===== src/rtl/transpose_chunk_sched.sv =====
// transpose_chunk_sched: sequencer for the matrix-transpose datapath.
// Walks an ARR_SIZE x ARR_SIZE matrix chunk by chunk (column index fastest),
// hands each chunk address to address_calc, captures the returned store
// address, then moves the chunk's read and write beats over req/gnt ports.
// Optional feature: define TRANSPOSE_CHUNK_SCHED_PERF_EN to add the 16-bit
// saturating stall_cnt output counting cycles a request waits for its grant.

module transpose_chunk_sched #(
  parameter int DATA_WIDTH = 32,
  parameter int ARR_SIZE   = 8,
  parameter int ADDR_WIDTH = 8,
  parameter int CHUNK_SIZE = 2
) (
  input  logic                  clk,
  input  logic                  rst,
  input  logic                  start,
  input  logic [ADDR_WIDTH-1:0] base_addr,
  output logic                  busy,
  output logic                  done,
  output logic [ADDR_WIDTH-1:0] chunk_addr,
  output logic                  calc_ctrl,
  input  logic [ADDR_WIDTH-1:0] store_addr,
  output logic                  rd_req,
  output logic [ADDR_WIDTH-1:0] rd_addr,
  input  logic                  rd_gnt,
  output logic                  wr_req,
  output logic [ADDR_WIDTH-1:0] wr_addr,
  input  logic                  wr_gnt
`ifdef TRANSPOSE_CHUNK_SCHED_PERF_EN
  ,
  output logic [15:0]           stall_cnt
`endif
);

  localparam int NCHUNK     = ARR_SIZE / CHUNK_SIZE;
  localparam int COL_STRIDE = ARR_SIZE;
  localparam int ROW_STRIDE = ARR_SIZE * ARR_SIZE;
  localparam int CNT_W      = (NCHUNK > 1) ? $clog2(NCHUNK) : 1;
  localparam int BEAT_W     = (CHUNK_SIZE > 1) ? $clog2(CHUNK_SIZE) : 1;

  localparam logic [CNT_W-1:0]  LAST_CHUNK = CNT_W'(NCHUNK - 1);
  localparam logic [BEAT_W-1:0] LAST_BEAT  = BEAT_W'(CHUNK_SIZE - 1);

  // Reject parameter sets the sequencer cannot walk correctly.
  if ((DATA_WIDTH < 1) || (ADDR_WIDTH < 1) || (ADDR_WIDTH > 32) ||
      (CHUNK_SIZE < 1) || ((ARR_SIZE % CHUNK_SIZE) != 0)) begin : g_param_check
    $error("transpose_chunk_sched: unsupported parameter combination");
  end

  typedef enum logic [2:0] {
    S_IDLE,
    S_RD,
    S_CALC,
    S_WAIT,
    S_WR,
    S_DONE
  } state_e;

  state_e                  state_q, state_d;
  logic [CNT_W-1:0]        r_q, r_d;
  logic [CNT_W-1:0]        c_q, c_d;
  logic [BEAT_W-1:0]       beat_q, beat_d;
  logic [ADDR_WIDTH-1:0]   base_q, base_d;
  logic [ADDR_WIDTH-1:0]   store_q, store_d;
  logic [ADDR_WIDTH-1:0]   chunk_addr_q, chunk_addr_d;
  logic                    busy_q, busy_d;
  logic                    done_q, done_d;
  logic                    calc_ctrl_q, calc_ctrl_d;
  logic                    rd_req_q, rd_req_d;
  logic [ADDR_WIDTH-1:0]   rd_addr_q, rd_addr_d;
  logic                    wr_req_q, wr_req_d;
  logic [ADDR_WIDTH-1:0]   wr_addr_q, wr_addr_d;
  logic                    start_accept;

  // Chunk origin for a (row, col) chunk index; the sum wraps at ADDR_WIDTH.
  function automatic logic [ADDR_WIDTH-1:0] chunk_origin(
    input logic [ADDR_WIDTH-1:0] base,
    input logic [CNT_W-1:0]      row,
    input logic [CNT_W-1:0]      col
  );
    logic [31:0] sum;
    sum = 32'(base) + (32'(row) * 32'(ROW_STRIDE)) + (32'(col) * 32'(COL_STRIDE));
    return sum[ADDR_WIDTH-1:0];
  endfunction

  // Next-state, counter and address computation; outputs are derived from the
  // next state so that every port comes straight from a flop.
  always_comb begin
    state_d      = state_q;
    r_d          = r_q;
    c_d          = c_q;
    beat_d       = beat_q;
    base_d       = base_q;
    store_d      = store_q;
    chunk_addr_d = chunk_addr_q;
    start_accept = 1'b0;

    case (state_q)
      S_IDLE: begin
        if (start) begin
          start_accept = 1'b1;
          base_d       = base_addr;
          r_d          = '0;
          c_d          = '0;
          beat_d       = '0;
          chunk_addr_d = base_addr;
          state_d      = S_RD;
        end
      end

      S_RD: begin
        if (rd_gnt) begin
          if (beat_q == LAST_BEAT) begin
            beat_d  = '0;
            state_d = S_CALC;
          end else begin
            beat_d = beat_q + 1'b1;
          end
        end
      end

      S_CALC: begin
        state_d = S_WAIT;
      end

      S_WAIT: begin
        store_d = store_addr;
        state_d = S_WR;
      end

      S_WR: begin
        if (wr_gnt) begin
          if (beat_q == LAST_BEAT) begin
            beat_d = '0;
            if ((r_q == LAST_CHUNK) && (c_q == LAST_CHUNK)) begin
              state_d = S_DONE;
            end else begin
              if (c_q == LAST_CHUNK) begin
                c_d = '0;
                r_d = r_q + 1'b1;
              end else begin
                c_d = c_q + 1'b1;
              end
              chunk_addr_d = chunk_origin(base_q, r_d, c_d);
              state_d      = S_RD;
            end
          end else begin
            beat_d = beat_q + 1'b1;
          end
        end
      end

      S_DONE: begin
        state_d = S_IDLE;
      end

      default: begin
        state_d = S_IDLE;
      end
    endcase

    busy_d      = (state_d != S_IDLE);
    done_d      = (state_d == S_DONE);
    calc_ctrl_d = (state_d == S_CALC);
    rd_req_d    = (state_d == S_RD);
    wr_req_d    = (state_d == S_WR);
    rd_addr_d   = rd_req_d ? (chunk_addr_d + ADDR_WIDTH'(beat_d)) : '0;
    wr_addr_d   = wr_req_d ? (store_d + ADDR_WIDTH'(beat_d)) : '0;
  end

  // Sequencer state and registered outputs, cleared by synchronous reset.
  always_ff @(posedge clk) begin
    if (rst) begin
      state_q      <= S_IDLE;
      r_q          <= '0;
      c_q          <= '0;
      beat_q       <= '0;
      base_q       <= '0;
      store_q      <= '0;
      chunk_addr_q <= '0;
      busy_q       <= 1'b0;
      done_q       <= 1'b0;
      calc_ctrl_q  <= 1'b0;
      rd_req_q     <= 1'b0;
      rd_addr_q    <= '0;
      wr_req_q     <= 1'b0;
      wr_addr_q    <= '0;
    end else begin
      state_q      <= state_d;
      r_q          <= r_d;
      c_q          <= c_d;
      beat_q       <= beat_d;
      base_q       <= base_d;
      store_q      <= store_d;
      chunk_addr_q <= chunk_addr_d;
      busy_q       <= busy_d;
      done_q       <= done_d;
      calc_ctrl_q  <= calc_ctrl_d;
      rd_req_q     <= rd_req_d;
      rd_addr_q    <= rd_addr_d;
      wr_req_q     <= wr_req_d;
      wr_addr_q    <= wr_addr_d;
    end
  end

  assign busy       = busy_q;
  assign done       = done_q;
  assign chunk_addr = chunk_addr_q;
  assign calc_ctrl  = calc_ctrl_q;
  assign rd_req     = rd_req_q;
  assign rd_addr    = rd_addr_q;
  assign wr_req     = wr_req_q;
  assign wr_addr    = wr_addr_q;

`ifdef TRANSPOSE_CHUNK_SCHED_PERF_EN
  logic [15:0] stall_cnt_q, stall_cnt_d;
  logic        stall_now;

  // Count cycles where an outstanding request is not granted, saturating.
  always_comb begin
    stall_cnt_d = stall_cnt_q;
    stall_now   = (rd_req_q && !rd_gnt) || (wr_req_q && !wr_gnt);
    if (start_accept) begin
      stall_cnt_d = '0;
    end else if (stall_now && (stall_cnt_q != 16'hFFFF)) begin
      stall_cnt_d = stall_cnt_q + 16'd1;
    end
  end

  // Stall counter register.
  always_ff @(posedge clk) begin
    if (rst) begin
      stall_cnt_q <= '0;
    end else begin
      stall_cnt_q <= stall_cnt_d;
    end
  end

  assign stall_cnt = stall_cnt_q;
`endif

endmodule


===== config.mk =====
export PLATFORM = sky130hd
export DESIGN_NAME = transpose_chunk_sched
export DESIGN_NICKNAME = d
export VERILOG_FILES = /design/src/rtl/transpose_chunk_sched.sv
export SDC_FILE = /design/constraint.sdc
export NUM_CORES = 1
export LEC_CHECK = 0
export CORE_UTILIZATION = 40
export DETAILED_ROUTE_END_ITERATION = 10
export GPL_TIMING_DRIVEN = 0
export PLACE_DENSITY = 0.64
export SYNTH_ARGS = -nofsm -noshare
export SYNTH_HDL_FRONTEND = slang
export SYNTH_SLANG_ARGS = --single-unit
export TNS_END_PERCENT = 10

===== constraint.sdc =====
create_clock -name clk -period 2.9 [get_ports clk]
set_input_delay 0.58 -clock clk [delete_from_list [all_inputs] [get_ports clk]]
set_output_delay 0.58 -clock clk [all_outputs]
set_load 0.05 [all_outputs]

# Word-level counts from Yosys, hierarchy flattened
# Cells that the tools add are included.
# word_totals
reg_bits,53
rom_bits,0
latch_bits,0
mem_bits_rw,0
output_inout_bits,29
n_memories,0
elab_cells,82
# op_classes
add_sub_neg,7
n_shift,0
n_reduce_logical,8
div,0
multipliers,0
n_lt_le_gt_ge,0
mux,37
bitwise,2
n_eq_ne,14
# op_table
op,count
2-to-1 mux 8 bit,5
2-to-1 mux 2 bit,17
2-to-1 mux 3 bit,6
adder 8 x 1 -> 8 bit,2
case mux 8 bit (2 select lines),1
case mux 3 bit (5 select lines),1
"equality test 3 x 2 -> 1 bit, second input constant",3
"equality test 3 bit, second input constant",3
adder 8 x 5 -> 8 bit,1
adder 8 bit,1
"inequality test 2 bit, second input constant",4
case mux 2 bit (2 select lines),2
"equality test 3 x 1 -> 1 bit, second input constant",2
AND reduction 5 bit,1
"adder 2 x 1 -> 2 bit, second input constant",2
"equality test 2 bit, second input constant",2
2-to-1 mux 1 bit,4
OR reduction 2 bit,2
logical NOT 3 bit,1
case mux 1 bit (3 select lines),1
nonzero test 3 bit,1
inverter 1 bit,2
AND reduction 2 bit,1
nonzero test 2 bit,1
other kinds (2),2

# Depth between registers and ports, before layout
# Gate-level depths: netlist of run 1.
# depth
ltp_word,13
mapped_depth,11
depth_no_buf,10

# Least setup slack after synthesis of run 1
# No wires, ideal clock.
# synth_timing
kind,reg2reg
start,reg state_q[2]
end,"reg wr_addr_q[6], in the netlist wr_addr[6]"
path_stages_with_launch,11
required_time_ps,2780
path_slack_ps,528
setup_time_ps,120
arrival_time_ps,2252
n_path_buf,2
path_cell_list,dfxtp_1 > clkbuf_1 > nand3b_1 > buf_2 > mux2_2 > ha_1 > ha_1 > nand2_1 > nor2_1 > xor2_1 > nor2_1
# synth_between
elab_cells_between_ends,17
# synth_lines
element,line,text
start: declaration,59,"state_e state_q, state_d;"
start signal: assignment,189,state_q <= state_d;
equality test 3 x 2 -> 1 bit,98,case (state_q)
2-to-1 mux 8 bit,98,
named net store_d[0],64,"logic [ADDR_WIDTH-1:0] store_q, store_d;"
adder 8 x 1 -> 8 bit,168,wr_addr_d = wr_req_d ? (store_d + ADDR_WIDTH'(beat_d)) : '0;
end signal: assignment,202,wr_addr_q <= wr_addr_d;
end: declaration,72,"logic [ADDR_WIDTH-1:0] wr_addr_q, wr_addr_d;"
# The timed path passes the listed nets, and every way through them passes these cells.
# A chain may end at the register's enable or synchronous reset.

# Final worst setup path of run 1
# layout_timing
start,in start
end,"reg rd_addr_q[6], in the netlist rd_addr[6]"
# layout_between
elab_cells_between_ends,10
# layout_lines
element,line,text
start: declaration,16,"input logic start,"
2-to-1 mux 8 bit,100,if (start) begin
case mux 8 bit (2 select lines),98,
named net chunk_addr_d[0],65,"logic [ADDR_WIDTH-1:0] chunk_addr_q, chunk_addr_d;"
adder 8 x 1 -> 8 bit,167,rd_addr_d = rd_req_d ? (chunk_addr_d + ADDR_WIDTH'(beat_d)) : '0;
end signal: assignment,200,rd_addr_q <= rd_addr_d;
end: declaration,70,"logic [ADDR_WIDTH-1:0] rd_addr_q, rd_addr_d;"
# The timed path passes the listed nets, and every way through them passes these cells.

==> results of run 1 <==
-- layout make-up --
| type | instances | area share |
|---|---|---|
| Clock inverter | 3 | 0.0219 |
| Tap cell | 75 | 0.0298 |
| Timing Repair Buffer | 48 | 0.153 |
| Multi-Input combinational cell | 190 | 0.406 |
| Clock buffer | 5 | 0.0219 |
| Sequential cell | 53 | 0.337 |
| Buffer | 11 | 0.0187 |
| Inverter | 10 | 0.0119 |
-- final timing paths --
| check | startpoint | to | slack (ns) |
|---|---|---|---|
| worst min-delay path | base_q[2] | base_q[2] | 0.47 |
| worst max register to register | state_q[2] | wr_addr[6] | 0.31 |
| worst min register to register | base_q[2] | base_q[2] | 0.47 |
| worst max-delay path | start | rd_addr[6] | 0.18 |
-- metal layers --
| layer | vias up | share of wire | wire [µm] | global-route usage |
|---|---|---|---|---|
| met5 | - | 0 | 0 | 0 |
| met4 | 0 | 0.0048 | 27 | 0.0464 |
| met3 | 4 | 0.050 | 278 | 0.0526 |
| met2 | 45 | 0.46 | 2590 | 0.288 |
| met1 | 961 | 0.48 | 2690 | 0.270 |
| li1 | 1032 | - | - | - |
-- state kept, by name, indices dropped and copies added (netlist names), 2 cells and up --
register and count:
base_q 8, chunk_addr 8, rd_addr 8, store_q 8
wr_addr 8, state_q 3, c_q 2, r_q 2
-- power by group --
part | switching [mW] | internal [mW]
clock network | 0.254 | 0.348
logic | 0.167 | 0.108
registers | 0.0152 | 0.756
total | 0.436 | 1.21
-- worst max-delay path: cells and delay by family --
family          cells  cell delay (ns)
fa+ha+maj           2             0.46
compound gates      2             0.46
buf+inv             2             0.74
simple gates        4             0.72
-- metrics by stage --
| step | setup TNS [ns] | util |
|---|---|---|
| after floorplan | 0 | - |
| after CTS | 0 | 0.533 |
| final | 0 | 0.535 |
| after detailed placement | -0.942 | 0.510 |
| after global routing | -0.00264 | 0.535 |
| after global placement | -0.999 | 0.510 |
-- cell usage in the layout, fill, tap and decap left out, types with 3 or more instances in the layout --
cell	Yosys	layout
a31oi_1	6	5
nor2_1	31	31
clkbuf_8	0	5
mux2_2	3	3
ha_1	9	9
xor2_1	6	6
buf_2	5	4
o21a_1	3	3
clkbuf_1	5	4
inv_1	10	10
clkdlybuf4s50_1	0	48
a21oi_1	18	18
nand2_1	28	28
nor3_1	6	6
mux2i_1	8	8
nand3_1	6	6
and2_1	16	16
xnor2_1	7	7
dfxtp_1	53	53
-- timing repair --
item / in CTS / in global routing
gates resized for setup: 0 / 5
endpoints found under the setup margin: 0 / 4
hold endpoints to repair: 0 / 0
-- cell families after synthesis --
| group | synth area share |
|---|---|
| AND/OR/NAND/NOR | 0.232 |
| flip-flops | 0.437 |
| AO/OA/AOI/OAI | 0.144 |
| buffers and inverters | 0.0382 |
| XOR/XNOR | 0.0469 |
| multiplexers | 0.0469 |
| adder cells (fa/ha/maj) | 0.0547 |
==> metrics.txt, run 1 <==
CP Data Arrival Time around 3 ns; top-count cell post-synth dfxtp_1; Min Hold Slack about 0.47 ns; first-pass GRT wire length 9200 µm; final non-filler cell total approximately 400; Slowest Stage Delay on Critical Path 0.52 ns; dpl cells ~390; min-delay worst type flop to flop; input/output buffers 48; Worst-Margin Slew 0.526 ns; Setup Viol. Count Final 0; largest net degree at the start of global routing 18; pwr dens between 500 and 600 nW/µm²; clk buf depth 2; overall power between 1.5 and 2 mW; IO Pins 50; gpl congestion 0.823; Slew Limit Fails 0; worst setup margin between 0.15 and 0.2 ns; pre-CTS setup slack -0.216 ns; grt total ovfl 0; area fraction of the dominant cell type after synthesis 0.437; DRC violations left 0; FF/Latch Area roughly 1100 µm²; Async SR Flop Fraction 0; Post-synth EDFFs 0; CTS Root Cell clkbuf_8; worst vdd ir roughly 330 µV; antenna violations before repair 0; CP Capture Type flop; synth-to-layout area growth 29.8%; DP Area between 3000 and 4000 µm²; crit path kind primary input to flop; RSZ-0062 raised after global routing true; clock-pin slew on the worst setup and hold paths roughly 0.10 ns; WP data required roughly 3.1 ns; first drt pass iteration count 4; CTS sink count 53; drt wl/cell between 10 and 15 µm; Initial Util 0.412; syn_area_per_cell 9.19 µm²; CTS tree yes; Post-synth top cells dfxtp_1 (53), nor2_1 (31), nand2_1 (28), a21oi_1 (18), and2_1 (16); Synth area leaders dfxtp_1 (44%), nor2_1 (4.8%), ha_1 (4.6%); area of the multi-input gates 1280 µm²; most used flip-flop cell after synthesis dfxtp_1; GRT Total Usage 0.192; share of cells above drive strength 1 0.0906; Hold Violations, Final 0; insertion delay to the later sink of the worst-skew pair between 0.3 and 0.4 ns; Placeable Area slightly below 6000 µm²; die footprint roughly 6400 µm²; synthesized flop and latch total 53; DR vias just over 2000; final instance area 3150 µm²; CTS HTree Levels 2; n_diodes 0; drt total wl about 5600 µm; Lkg Pwr about 1.2 nW; period utilisation layout 0.938; slowest cell on the critical path clkdlybuf4s50_1; CTS buffer count 5; postcts setup bufs 0; Synth Cell Area about 2400 µm²; number of global-route vias before repair 1964; fin nets 350; Final Critical Period 2.72 ns; post-synthesis sequential area ratio 0.437; Post-Syn Nets roughly 300; R2R cell count 10; post-synth top area cell dfxtp_1; DR vias/cell roughly 5.2; slew margin rel. 0.644; Clock Skews between 0.006 and 0.007 ns; row count 28; status finished, final reports clean; crit path cell chain clkdlybuf4s50_1, nor4b_4, a31oi_2, buf_4, a221o_1, ha_1, ha_1, nand2_1, nor3_1, nor3_1; chip width 79.9 µm; Setup crit start kind primary input; DIE HEIGHT about 80 µm; Routed Antenna Nets 0; fmax 0.368 GHz; Yosys cell types 52; Cells after Synth about 260; Fill cells around 550; First DRT Iteration DRCs 82; crit-path max FO 10; Synth warnings 0; MaxCap Viol Count 0; Hold Path Depth 2; dpl hpwl 4140 µm; Post-CTS Hold Buffers 0
Power figures use the tool's default switching activity.
==> run 2, diff against run 1 <==
- ABC_AREA: not set -> 1
- PLACE_DENSITY: 0.64 -> 0.63
- SETUP_SLACK_MARGIN: not set -> 0.4
==> run 2 against run 1 <==
Effect of this change:
- clock skew grew 0.0022 ns
- die area is 5.7% higher
- count of clock-buffer cells in the layout unchanged
- worst hold slack better by 0.0010 ns
- sequential power is 1% higher
- cell area up 4.5%
- clock power fell by 24%
- highest routed layer unchanged
==> metrics.txt, run 2 <==
status finished, final reports clean (unchanged); Yosys cell types 34 (was 52); WP buf/inv 3 (was 2); syn_area_per_cell 7.74 µm² (was 9.19 µm²); First DRT Iteration DRCs 95 (was 82); Async SR Flop Fraction 0 (unchanged); area of the multi-input gates 1290 µm² (was 1280 µm²); Comb pwr share 0.203 (was 0.167); sequential group share of total power 0.503 (was 0.468); Hold Violations, Final 0 (unchanged); P_sw 0.493 mW (was 0.436 mW); Routed Antenna Nets 0 (unchanged); largest net degree at the start of global routing 20 (was 18); pwr dens 471 nW/µm² (was 523 nW/µm²); number of global-route vias before repair 2020 (was 1964); CTS sink count 53 (unchanged); Synth Cell Area 2570 µm² (was 2430 µm²); CTS buffer count 5 (unchanged); R2R cell count 15 (was 10); n_diodes 0 (unchanged); CTS HTree Levels 2 (unchanged); WP data required 3.11 ns (was 3.14 ns); GRT Total Usage 0.182 (was 0.192); area fraction of the dominant cell type after synthesis 0.413 (was 0.437); crit path kind primary input to flop (unchanged); Cells after Synth 332 (was 264); most frequent cells in the layout nand2_1 (59), dfxtp_1 (53), clkdlybuf4s50_1 (48) (was dfxtp_1 (53), clkdlybuf4s50_1 (48), nor2_1 (31)); die footprint 6750 µm² (was 6380 µm²); DR vias/cell 4.70 (was 5.17); most common cell after layout, fill and taps aside nand2_1 (was dfxtp_1); Synth area leaders dfxtp_1 (41%), nand2_1 (8.8%), inv_1 (6.1%) (was dfxtp_1 (44%), nor2_1 (4.8%), ha_1 (4.6%)); Slowest Stage Delay on Critical Path 0.50 ns (was 0.52 ns); slowest cell on the critical path clkdlybuf4s50_1 (unchanged); Lkg Pwr 1.42 nW (was 1.24 nW); post-synth top area cell dfxtp_1 (unchanged); Fill cells 601 (was 554); crit path cell chain clkdlybuf4s50_1, nand2_2, inv_2, nand2_2, nor2_4, buf_8, a22oi_1, nand2_1, ha_2, ha_2, nand2_2, nor2_2, nand3_1, nand2_1, nor2_1 (was clkdlybuf4s50_1, nor4b_4, a31oi_2, buf_4, a221o_1, ha_1, ha_1, nand2_1, nor3_1, nor3_1); Sw Ratio 0.318 (was 0.265); insertion delay to the later sink of the worst-skew pair 0.31 ns (about the same); grt total ovfl 0 (unchanged); fin nets 419 (was 350); fmax 0.425 GHz (was 0.368 GHz); first drt pass iteration count 4 (unchanged); most used flip-flop cell after synthesis dfxtp_1 (unchanged); drt wl/cell 12.0 µm (was 14.1 µm); CP Capture Type flop (unchanged); worst vdd ir 221 µV (was 331 µV); post-synthesis sequential area ratio 0.413 (was 0.437); Slew Limit Fails 0 (unchanged); input/output buffers 48 (unchanged); period utilisation layout 0.812 (was 0.938); worst setup margin 0.545 ns (was 0.180 ns); Setup crit start kind primary input (unchanged); gpl congestion 0.841 (was 0.823); Clock Skews 0.00827 ns (was 0.00607 ns); most used cell, CP nand2_2; RSZ-0062 raised after global routing true (unchanged); CTS tree yes (unchanged); Setup Viol. Count Final 0 (unchanged); slew margin rel. 0.645 (was 0.644); Final Critical Period 2.36 ns (was 2.72 ns); Worst path depth 15 (was 10); drt total wl 5550 µm (was 5580 µm); first-pass GRT wire length 9250 µm (was 9200 µm); share of cells above drive strength 1 0.180 (was 0.0906); pre-CTS setup slack -0.0567 ns (was -0.216 ns); CP Data Arrival Time 2.57 ns (was 2.96 ns); Clk pwr share 0.293 (was 0.365); Synth warnings 0 (unchanged); design internal power 1.06 mW (was 1.21 mW); Worst-Margin Slew 0.533 ns (was 0.526 ns); chip width 82.1 µm (was 79.9 µm); min-delay worst type flop to flop (unchanged); Post-Route Utilization 0.543 (was 0.535); Post-synth EDFFs 0 (unchanged); top-count cell post-synth nand2_1 (was dfxtp_1); synthesized flop and latch total 53 (unchanged); family with the most delay on the worst path simple AND/OR/NAND/NOR gates (was buffers and inverters); crit-path max FO 10 (unchanged); Post-CTS Hold Buffers 0 (unchanged); MaxCap Viol Count 0 (unchanged); antenna violations before repair 0 (unchanged); Placeable Area 6060 µm² (was 5890 µm²); IO Pins 50 (unchanged); clk buf depth 2 (unchanged); Post-Syn Nets 363 (was 295); DIE HEIGHT 82.1 µm (was 79.9 µm); row count 28 (unchanged); Initial Util 0.424 (was 0.412); dpl hpwl 4250 µm (was 4140 µm); Post-synth top cells nand2_1 (60), dfxtp_1 (53), inv_1 (42), nor2_1 (39), a21oi_1 (21) (was dfxtp_1 (53), nor2_1 (31), nand2_1 (28), a21oi_1 (18), and2_1 (16)); Hold Path Depth 2 (unchanged); FF/Latch Area 1060 µm² (unchanged); CTS Root Cell clkbuf_8 (unchanged); DR vias 2179 (was 2042); DRC violations left 0 (unchanged); clock-pin slew on the worst setup and hold paths 0.10 ns (about the same); synth-to-layout area growth 28.0% (was 29.8%)
-- run 2: cell type report --
type / instances / share of cell area
Sequential cell: 53 / 0.323
Clock buffer: 5 / 0.0209
Timing Repair Buffer: 49 / 0.148
Multi-Input combinational cell: 217 / 0.393
Tap cell: 75 / 0.0285
Inverter: 55 / 0.0628
Clock inverter: 3 / 0.00875
Buffer: 7 / 0.0152
-- run 2: layer usage --
layer | share of wire | track usage | vias up
met1 | 0.47 | 0.236 | 971
met3 | 0.042 | 0.0352 | 4
li1 | - | - | 1160
met5 | 0 | 0 | -
met4 | 0.0065 | 0.0316 | 0
met2 | 0.48 | 0.316 | 44
-- run 2: metrics by stage --
step,total power [mW],instance area [µm²],cells,setup TNS [ns],hold slack (ns)
finish,1.55,3290,464,0,0.471
global route,1.64,3290,464,0,0.497
CTS,1.56,3250,463,0,0.473
detailed placement,1.11,3140,455,-0.0567,0.457
global placement,1.10,3140,455,-0.0353,0.453
floorplan,1.00,2570,332,0,0.443
-- run 2: power by group through the flow --
stage / logic [mW] / registers [mW] / clock network [mW]
5_1_grt: 0.350 / 0.784 / 0.505
3_5_place_dp: 0.309 / 0.797 / 0
3_3_place_gp: 0.307 / 0.796 / 0
6_report: 0.315 / 0.780 / 0.455
2_1_floorplan: 0.139 / 0.861 / 0
4_1_cts: 0.311 / 0.780 / 0.469
-- run 2: worst min-delay path: cells and delay by family, from the launching register on --
| kind | cells | cell delay (ns) |
|---|---|---|
| simple gates | 1 | 0.06 |
| compound gates | 1 | 0.05 |
| flops | 1 | 0.32 |
-- run 2: cell families (layout without fill, tap and decap cells) --
group                    after synthesis  count (layout)  share of synthesized area
AO/OA/AOI/OAI                         45              45                      0.101
buffers and inverters                 62             119                     0.0984
AND/OR/NAND/NOR                      160             160                      0.329
XOR/XNOR                               2               2                    0.00682
flip-flops                            53              53                      0.413
adder cells (fa/ha/maj)               10              10                     0.0516
-- run 2: worst paths after layout --
kind	from	end	slack, ns
hold reg to reg	base_q[1]	base_q[1]	0.47
setup reg to reg	c_q[0]	rd_addr[6]	0.69
hold / removal	base_q[1]	base_q[1]	0.47
setup / recovery	wr_gnt	rd_addr[6]	0.54
-- run 2: repair_timing --
action                                  in CTS  in global routing
setup buffers                                0                  1
endpoints found under the setup margin       3                  5
gates resized for setup                      2                 10
pin swaps                                    0                  1
endpoints found under the hold margin        0                  0
==> run 3, diff against run 2 <==
- clock period: 2.9 -> 2.36 ns (I/O delays scaled with it)
==> run 3 against run 2 <==
Effect of this change:
- cell count grew 5.8%
- setup slack got worse by 0.14 ns
- clock power grew 62%
- cell area grew 14%
- first-iteration DRC count shrank 18%
- sequential cell count is the same
- die area unchanged
- non-clock buffer count increased by 27
- worst hold slack got worse by 0.040 ns
- clock skew grew 0.0043 ns
- critical path depth is 14 lower
- register-to-register slack lost 0.24 ns
- largest cell class unchanged
- highest routed layer unchanged
==> metrics.txt, run 3 (synthesis results as in run 2) <==
most common cell after layout, fill and taps aside nand2_1 (unchanged); first drt pass iteration count 4 (unchanged); crit-path max FO 2 (was 10); CP Capture Type output pin (was flop); dpl cells 455 (unchanged); insertion delay to the later sink of the worst-skew pair 0.32 ns (was 0.31 ns); Sw Ratio 0.287 (was 0.318); drt total wl 6280 µm (was 5550 µm); clk buf depth 2 (unchanged); slowest cell on the critical path clkdlybuf4s50_1 (unchanged); IO Pins 50 (unchanged); met2 wire len 3080 µm (was 2690 µm); Comb pwr share 0.220 (was 0.203); Routed Antenna Nets 0 (unchanged); Lkg Pwr 1.66 nW (was 1.42 nW); Initial Util 0.424 (unchanged); crit path kind flop to output pin (was primary input to flop); DP Area 3160 µm² (was 3140 µm²); overall power 2.17 mW (was 1.55 mW); family with the most delay on the worst path buffers and inverters (was simple AND/OR/NAND/NOR gates); n_diodes 0 (unchanged); first-pass GRT wire length 9930 µm (was 9250 µm); DIE HEIGHT 82.1 µm (unchanged); final instance area 3740 µm² (was 3290 µm²); Slew Limit Fails 0 (unchanged); pwr dens 581 nW/µm² (was 471 nW/µm²); chip width 82.1 µm (unchanged); share of cells above drive strength 1 0.303 (was 0.180); input/output buffers 48 (unchanged); final non-filler cell total 491 (was 464); GRT Total Usage 0.198 (was 0.182); most frequent cells in the layout nand2_1 (53), dfxtp_1 (46), clkdlybuf4s50_1 (44) (was nand2_1 (59), dfxtp_1 (53), clkdlybuf4s50_1 (48)); Setup crit start kind flop (was primary input); antenna violations before repair 0 (unchanged); clock-pin slew on the worst setup and hold paths 0.10 ns (about the same); min-delay worst type primary input to flop (was flop to flop); setup TNS 0 ns (unchanged); CTS sink count 53 (unchanged); CP Data Arrival Time 1.48 ns (was 2.57 ns); fin nets 446 (was 419); number of global-route vias before repair 2200 (was 2020); Slowest Stage Delay on Critical Path 0.81 ns (was 0.50 ns); Final Critical Period between 1.5 and 2 ns; met1 WL 2780 µm (was 2600 µm); WP data required 1.89 ns (was 3.11 ns); period utilisation layout 0.829; die footprint 6750 µm² (unchanged); P_sw 0.624 mW (was 0.493 mW); WP buf/inv 1 (was 3); worst vdd ir 293 µV (was 221 µV); CTS buffer count 5 (unchanged); Met3 Wirelength 254 µm (was 232 µm); largest net degree at the start of global routing 17 (was 20); drt wl/cell 12.8 µm (was 12.0 µm); slew margin rel. 0.638 (was 0.645); Clock Skews 0.0126 ns (was 0.00827 ns); gpl congestion 0.841 (about the same); Placeable Area 6060 µm² (unchanged); RSZ-0062 raised after global routing true (unchanged); DRC violations left 0 (unchanged); fmax between 0.5 and 0.6 GHz; MaxCap Viol Count 0 (unchanged); CTS tree yes (unchanged); row count 28 (unchanged); status finished, final reports clean (unchanged); Post-CTS Hold Buffers 0 (unchanged); synth-to-layout area growth 45.6% (was 28.0%); sequential group share of total power 0.441 (was 0.503); dpl hpwl 4290 µm (was 4250 µm); Setup Viol. Count Final 0 (unchanged); crit path cell chain clkdlybuf4s50_1 (was clkdlybuf4s50_1, nand2_2, inv_2, nand2_2, nor2_4, buf_8, a22oi_1, nand2_1, ha_2, ha_2, nand2_2, nor2_2, nand3_1, nand2_1, nor2_1); DR vias 2360 (was 2179); design internal power 1.55 mW (was 1.06 mW); CTS HTree Levels 2 (unchanged); top layer reached by signal wires met4 (unchanged); Post-Route Utilization 0.617 (was 0.543); grt total ovfl 0 (unchanged); First DRT Iteration DRCs 78 (was 95); Worst-Margin Slew 0.543 ns (was 0.533 ns); Clk pwr share 0.339 (was 0.293); CTS Root Cell clkbuf_8 (unchanged); Hold Violations, Final 0 (unchanged); DR vias/cell 4.81 (was 4.70)
-- run 3: area by class of cell --
| type | count | area [µm²] |
|---|---|---|
| Tap cell | 75 | 93.8 |
| Fill cell | 555 | 2320 |
| Clock buffer | 5 | 68.8 |
| Buffer | 7 | 50.0 |
| Clock inverter | 3 | 65.1 |
| Sequential cell | 53 | 1080 |
| Multi-Input combinational cell | 217 | 1440 |
| Timing Repair Buffer | 76 | 717 |
| Inverter | 55 | 223 |
-- run 3: worst paths after layout --
check             slack, ns          start            end  depth (start not counted)
setup / recovery       0.40  chunk_addr[0]  chunk_addr[0]                          1
hold / removal         0.43            rst      calc_ctrl                          2
setup reg to reg       0.45     state_q[2]     wr_addr[6]                         13
hold reg to reg        0.48      base_q[1]      base_q[1]                          2
-- run 3: metrics by stage --
stage | hold WS, ns | setup WS, ns
floorplan | 0.444 | 0.393
global placement | 0.453 | -0.282
detailed placement | 0.462 | -0.312
CTS | 0.423 | 0.347
global route | 0.421 | 0.337
finish | 0.431 | 0.405
-- run 3: metal layers --
metal / up-vias / track usage
met5: - / 0
met4: 0 / 0.0877
met3: 16 / 0.0352
met2: 51 / 0.328
met1: 1076 / 0.251
li1: 1217 / -
-- run 3: power by group through the flow --
stage               registers [mW]  logic, mW  clock network, mW
finish                       0.958      0.477              0.737
global route                 0.963      0.520              0.785
CTS                          0.959      0.430              0.752
detailed placement           0.979      0.382                  0
global placement             0.978      0.379                  0
floorplan                     1.06      0.173                  0
-- run 3: what timing repair did --
action                     in CTS  in global routing
pin swaps                       9                 27
setup endpoints to repair      15                 24
setup buffers                  14                 14
resized for setup              21                 46
cloned                          0                  0
==> RTL change 1, RTL diff (settings of run 1) <==
The 6 states of `state_e` get a Gray code encoding in 3 bits.
--- a/src/rtl/transpose_chunk_sched.sv
+++ b/src/rtl/transpose_chunk_sched.sv
@@ -49,10 +49,10 @@
 
   typedef enum logic [2:0] {
-    S_IDLE,
-    S_RD,
-    S_CALC,
-    S_WAIT,
-    S_WR,
-    S_DONE
+    S_IDLE = 3'b000,
+    S_RD   = 3'b001,
+    S_CALC = 3'b011,
+    S_WAIT = 3'b010,
+    S_WR   = 3'b110,
+    S_DONE = 3'b111
   } state_e;
 
Formal check against the unedited RTL: same outputs for any inputs over 10 cycles, from zero or initial values and one cycle with rst high; not proved beyond that.
==> RTL change 1 against run 1 <==
Sequential cell count stayed put. Largest cell class unchanged. Worst hold slack worse by 0.0065 ns. Clock skew is 0.0061 ns higher. Area after synthesis is 1.4% lower. Worst setup slack worse by 0.041 ns. Design area is 1.9% lower. Power is 11% lower. Routed wire length is 3.2% lower.
==> RTL change 1: results (changes against run 1) <==
.. list-table::
   :header-rows: 1

   * - Metric
     - Value
   * - Largest cells by area after synthesis
     - sky130_fd_sc_hd__dfxtp_1 (44%), sky130_fd_sc_hd__nor2_1 (5.8%), sky130_fd_sc_hd__ha_1 (4.7%), sky130_fd_sc_hd__mux2i_1 (4.2%), sky130_fd_sc_hd__nand2_1 (4.1%)
   * - Share of final-layout standard cells stronger than drive strength 1
     - 0.0987 (+0.00810)
   * - Post-detailed-placement half-perimeter wirelength
     - 3900 um (-5.8%)
   * - Leakage dissipation
     - 1.21 nW (-3.0%)
   * - Total GRT Usage
     - 0.185 (-0.00637)
   * - Net total in the final layout
     - 344 (-1.7%)
   * - Run status
     - finished clean
   * - Setup Skew
     - 0.0121 ns (+0.00607 ns)
   * - Leading post-synthesis cells by instance count
     - sky130_fd_sc_hd__dfxtp_1 (53), sky130_fd_sc_hd__nor2_1 (37), sky130_fd_sc_hd__nand2_1 (26), sky130_fd_sc_hd__a21oi_1 (13), sky130_fd_sc_hd__mux2i_1 (10)
   * - Per-instance average area after synthesis
     - 9.31 sq um (+1.3%)
   * - Total grt overflow
     - 0 (unchanged)
   * - Number of global-route vias before repair
     - 1779 (-9.4%)
   * - Quantity of gates resized following cts
     - 2 (+2)
   * - Startpoint of the most critical setup path
     - wr_gnt
   * - Internal reg-to-reg setup slack
     - 0.20 ns (-0.11 ns)
   * - Net count of the mapped netlist
     - 288 (-2.4%)
   * - CP Data Arrival Time
     - 2.99 ns (+0.03 ns)
   * - GP Congestion
     - 0.801 (-2.6%)
   * - Fraction of the yosys area taken by sequential cells
     - 0.444 (+0.00618)
   * - Number of distinct library cells after synthesis
     - 51 (-1.9%)
   * - Depth of the worst register-to-register path
     - 11 (+1)
   * - Mux share of post-synthesis cell area
     - 0.0560 (+0.00903)
   * - Count of port buffers added during placement
     - 49 (+2.1%)
   * - Detailed-route via count
     - 1968 (-3.6%)
   * - Compound-Gate Fraction of Synth Area
     - 0.123 (-0.0205)
   * - Count of placed standard cells including taps
     - 378 (-2.3%)
   * - DRC violation total after the first TritonRoute iteration
     - 111 (+35%)
   * - Worst-case hold slack
     - 0.463 ns (-0.00651 ns)
   * - Via/cell ratio
     - 5.10 (-1.4%)
   * - First-pass GRT wire length
     - 8740 um (-4.9%)
   * - Origin of the critical flop-to-flop path
     - c_q[0]
   * - Worst VDD drop
     - 0.367 mV (+11%)
   * - Adder-cell share of the synthesized area
     - 0.0554 (+0.000772)
   * - Delay of the slowest cell on the worst path
     - 0.49 ns (-0.03 ns)
   * - Worst slack at placement
     - -0.400 ns (-0.184 ns)
   * - Xor/xnor share of the synthesized area
     - 0.0513 (+0.00432)
   * - Actual transition at the worst max-transition pin
     - 0.617 ns (+0.0904 ns)
   * - Routed wire length per instance
     - 14.0 um (-0.91%)
   * - Max Freq
     - 0.362 GHz (-1.5%)
   * - Area post-placement
     - 0.00297 sq mm (-0.92%)
[RTL change 1: worst max-delay path, delay by kind of cell]
kind,cells,cell delay [ns]
AO/OA/AOI/OAI,1,0.36
adder cells (fa/ha/maj),2,0.47
buffers and inverters,3,0.83
AND/OR/NAND/NOR,6,0.76
[RTL change 1: area by class of cell]
class                      instances  area (sq um)
timing repair buffer              49           489
clock inverter                     2          16.3
fill                             517          2550
inverter                           6          22.5
multi-input combinational        186          1250
clock buffer                       6          82.6
tap                               72          90.1
buffer                            12          75.1
sequential                        53          1060
[RTL change 1: power by group]
group / switching [mW] / total, mW / internal, mW / leakage (nW)
clock network: 0.251 / 0.448 / 0.197 / 0.0478
logic: 0.145 / 0.246 / 0.101 / 0.727
registers: 0.0132 / 0.766 / 0.753 / 0.431
[RTL change 1: metal layers]
metal,track usage,vias up,part of all wire
met5,0,-,0
met4,0.0782,0,0.019
met3,0.0310,9,0.050
met2,0.292,43,0.46
met1,0.248,913,0.47
li1,-,1003,-
==> RTL change 2, RTL diff (settings of run 1) <==
Made on the original files. The option `TRANSPOSE_CHUNK_SCHED_PERF_EN` is turned on by a define.
--- a/src/rtl/transpose_chunk_sched.sv
+++ b/src/rtl/transpose_chunk_sched.sv
@@ -5,4 +5,6 @@
 // Optional feature: define TRANSPOSE_CHUNK_SCHED_PERF_EN to add the 16-bit
 // saturating stall_cnt output counting cycles a request waits for its grant.
+
+`define TRANSPOSE_CHUNK_SCHED_PERF_EN
 
 module transpose_chunk_sched #(
Check against the original RTL (old outputs only; new: stall_cnt): equivalent (Yosys induction, for registers that start in step).
==> RTL change 2 against run 1 <==
Die area up 33%. Count of clock-buffer cells in the layout increased by 9. Power rose by 17%. Non-clock buffer count up 21. Sequential cell count is 16 higher. Synthesized cell count grew 33%. Routed wire length grew 29%. Cell count grew 35%. Critical path depth stayed put. Area after synthesis increased by 34%. Sequential share of layout area decreased by 0.73 points. Design area increased by 33%. Worst setup slack better by 0.11 ns. Sequential power up 29%. Largest cell class unchanged.
==> RTL change 2: results (changes against run 1) <==
.. list-table::
   :header-rows: 1

   * - Metric
     - Value
   * - Number of clock buffers inserted by TritonCTS
     - 9 (+4)
   * - Post-detailed-placement half-perimeter wirelength
     - 5380 um (+30%)
   * - Fill count
     - 755 (+36%)
   * - Setup Skew
     - 0.0126 ns (+0.00651 ns)
   * - Startpoint of the most critical setup path
     - wr_gnt
   * - Clock slew at reported path FFs
     - 0.07 ns (-0.03 ns)
   * - Leakage dissipation
     - 1.62 nW (+31%)
   * - Net count of the mapped netlist
     - 382 (+29%)
   * - Clock insertion delay at the later pin of the skew report
     - 0.34 ns (+0.03 ns)
   * - Count of port buffers added during placement
     - 65 (+35%)
   * - Worst VDD drop
     - 0.191 mV (-42%)
   * - Count of placed standard cells including taps
     - 517 (+34%)
   * - Leading post-synthesis cells by instance count
     - sky130_fd_sc_hd__dfxtp_1 (69), sky130_fd_sc_hd__nor2_1 (47), sky130_fd_sc_hd__nand2_1 (24), sky130_fd_sc_hd__a21oi_1 (20), sky130_fd_sc_hd__nand3_1 (18)
   * - Routed wire length per instance
     - 13.5 um (-4.1%)
   * - Via/cell ratio
     - 5.00 (-3.2%)
   * - Final Instance Count excl. Fillers
     - 533 (+35%)
   * - Worst min path class
     - reg2reg
   * - Number of global-route vias before repair
     - 2542 (+29%)
   * - Antenna violations before repair
     - 0 (unchanged)
   * - Net total in the final layout
     - 458 (+31%)
   * - Hold_sp
     - base_q[7]
   * - GP Congestion
     - 0.783 (-4.9%)
   * - DRC violation total after the first TritonRoute iteration
     - 108 (+32%)
   * - Run status
     - finished clean
   * - Actual transition at the worst max-transition pin
     - 0.621 ns (+0.0946 ns)
   * - Number of H-tree levels
     - 3 (+1)
   * - Largest buffer count on any clock path
     - 2 (unchanged)
   * - Total setup buffers inserted after CTS
     - 0 (unchanged)
   * - Number of distinct library cells after synthesis
     - 55 (+5.8%)
   * - Kind of critical path
     - in2reg
   * - Origin of the critical flop-to-flop path
     - c_q[0]
   * - CP Data Arrival Time
     - 2.85 ns (-0.11 ns)
   * - Share of final-layout standard cells stronger than drive strength 1
     - 0.0974 (+0.00682)
   * - First-pass GRT wire length
     - 11800 um (+29%)
   * - Depth of the worst register-to-register path
     - 11 (+1)
   * - Largest cells by area after synthesis
     - sky130_fd_sc_hd__dfxtp_1 (42%), sky130_fd_sc_hd__nor2_1 (5.4%), sky130_fd_sc_hd__ha_1 (3.8%), sky130_fd_sc_hd__xnor2_1 (3.8%), sky130_fd_sc_hd__xor2_1 (3.2%)
   * - Fraction of the yosys area taken by sequential cells
     - 0.424 (-0.0134)
   * - Total GRT Usage
     - 0.180 (-0.0111)
   * - Pin count of the biggest net entering global routing
     - 11 (-7)
   * - Synthesized netlist cell count
     - 350 (+33%)
[RTL change 2: changes by cell type after synthesis, moves of 3 or more]
cell / run 1 / this run
sky130_fd_sc_hd__dfxtp_1: 53 / 69
sky130_fd_sc_hd__nor2_1: 31 / 47
sky130_fd_sc_hd__nand3_1: 6 / 18
sky130_fd_sc_hd__xnor2_1: 7 / 14
sky130_fd_sc_hd__inv_1: 10 / 16
sky130_fd_sc_hd__o21ai_0: 2 / 8
sky130_fd_sc_hd__xor2_1: 6 / 12
sky130_fd_sc_hd__nand2_1: 28 / 24
sky130_fd_sc_hd__a221oi_4: 0 / 3
sky130_fd_sc_hd__a31oi_1: 6 / 3
sky130_fd_sc_hd__and2_2: 0 / 3
[RTL change 2: layout make-up]
type | instances | share of cell area
Clock inverter | 2 | 0.00239
Inverter | 16 | 0.0143
Sequential cell | 69 | 0.330
Multi-Input combinational cell | 250 | 0.408
Tap cell | 102 | 0.0305
Buffer | 15 | 0.0257
Clock buffer | 14 | 0.0341
Timing Repair Buffer | 65 | 0.155
[RTL change 2: metal layers]
metal  GRT usage  vias up  wire (um)
li1            -     1369          -
met1       0.239     1235       3620
met2       0.282       51       3200
met3      0.0423       11        287
met4      0.0729        0        117
met5           0        -          0
[RTL change 2: where the power goes]
group	internal [mW]	leakage (nW)	switching, mW
clock	0.309	0.0784	0.331
sequential	0.975	0.560	0.0156
combinational	0.115	0.986	0.178
[RTL change 2: cell families after synthesis]
group	Yosys count	share of synthesized area
flops	69	0.424
buf+inv	31	0.0515
mux	12	0.0380
simple gates	143	0.233
fa+ha+maj	11	0.0445
compound gates	58	0.139
xor+xnor	26	0.0699
[RTL change 2: critical path, cell delays in order]
cell	delay [ns]
sky130_fd_sc_hd__clkdlybuf4s50_1	0.52
sky130_fd_sc_hd__and2_4	0.23
sky130_fd_sc_hd__a31oi_1	0.27
sky130_fd_sc_hd__buf_6	0.22
sky130_fd_sc_hd__a221o_1	0.21
sky130_fd_sc_hd__ha_1	0.20
sky130_fd_sc_hd__o31ai_2	0.10
sky130_fd_sc_hd__nor4_2	0.23
sky130_fd_sc_hd__xnor2_1	0.11
sky130_fd_sc_hd__and2_1	0.16
[RTL change 2: stage by stage]
stage | instance area [sq um] | setup slack, ns | setup TNS [ns]
after floorplan | 3260 | 0.702 | 0
after global placement | 4040 | -0.0450 | -0.0774
after detailed placement | 4040 | -0.0652 | -0.122
after CTS | 4190 | 0.295 | 0
after global routing | 4190 | 0.144 | 0
final | 4190 | 0.290 | 0
[RTL change 2: path summary, 6_finish.rpt]
path,slack (ns),end
worst max-delay path,0.29,rd_addr[5]
worst min register to register,0.48,base_q[7]
worst max register to register,0.41,rd_addr[5]
worst min-delay path,0.48,base_q[7]
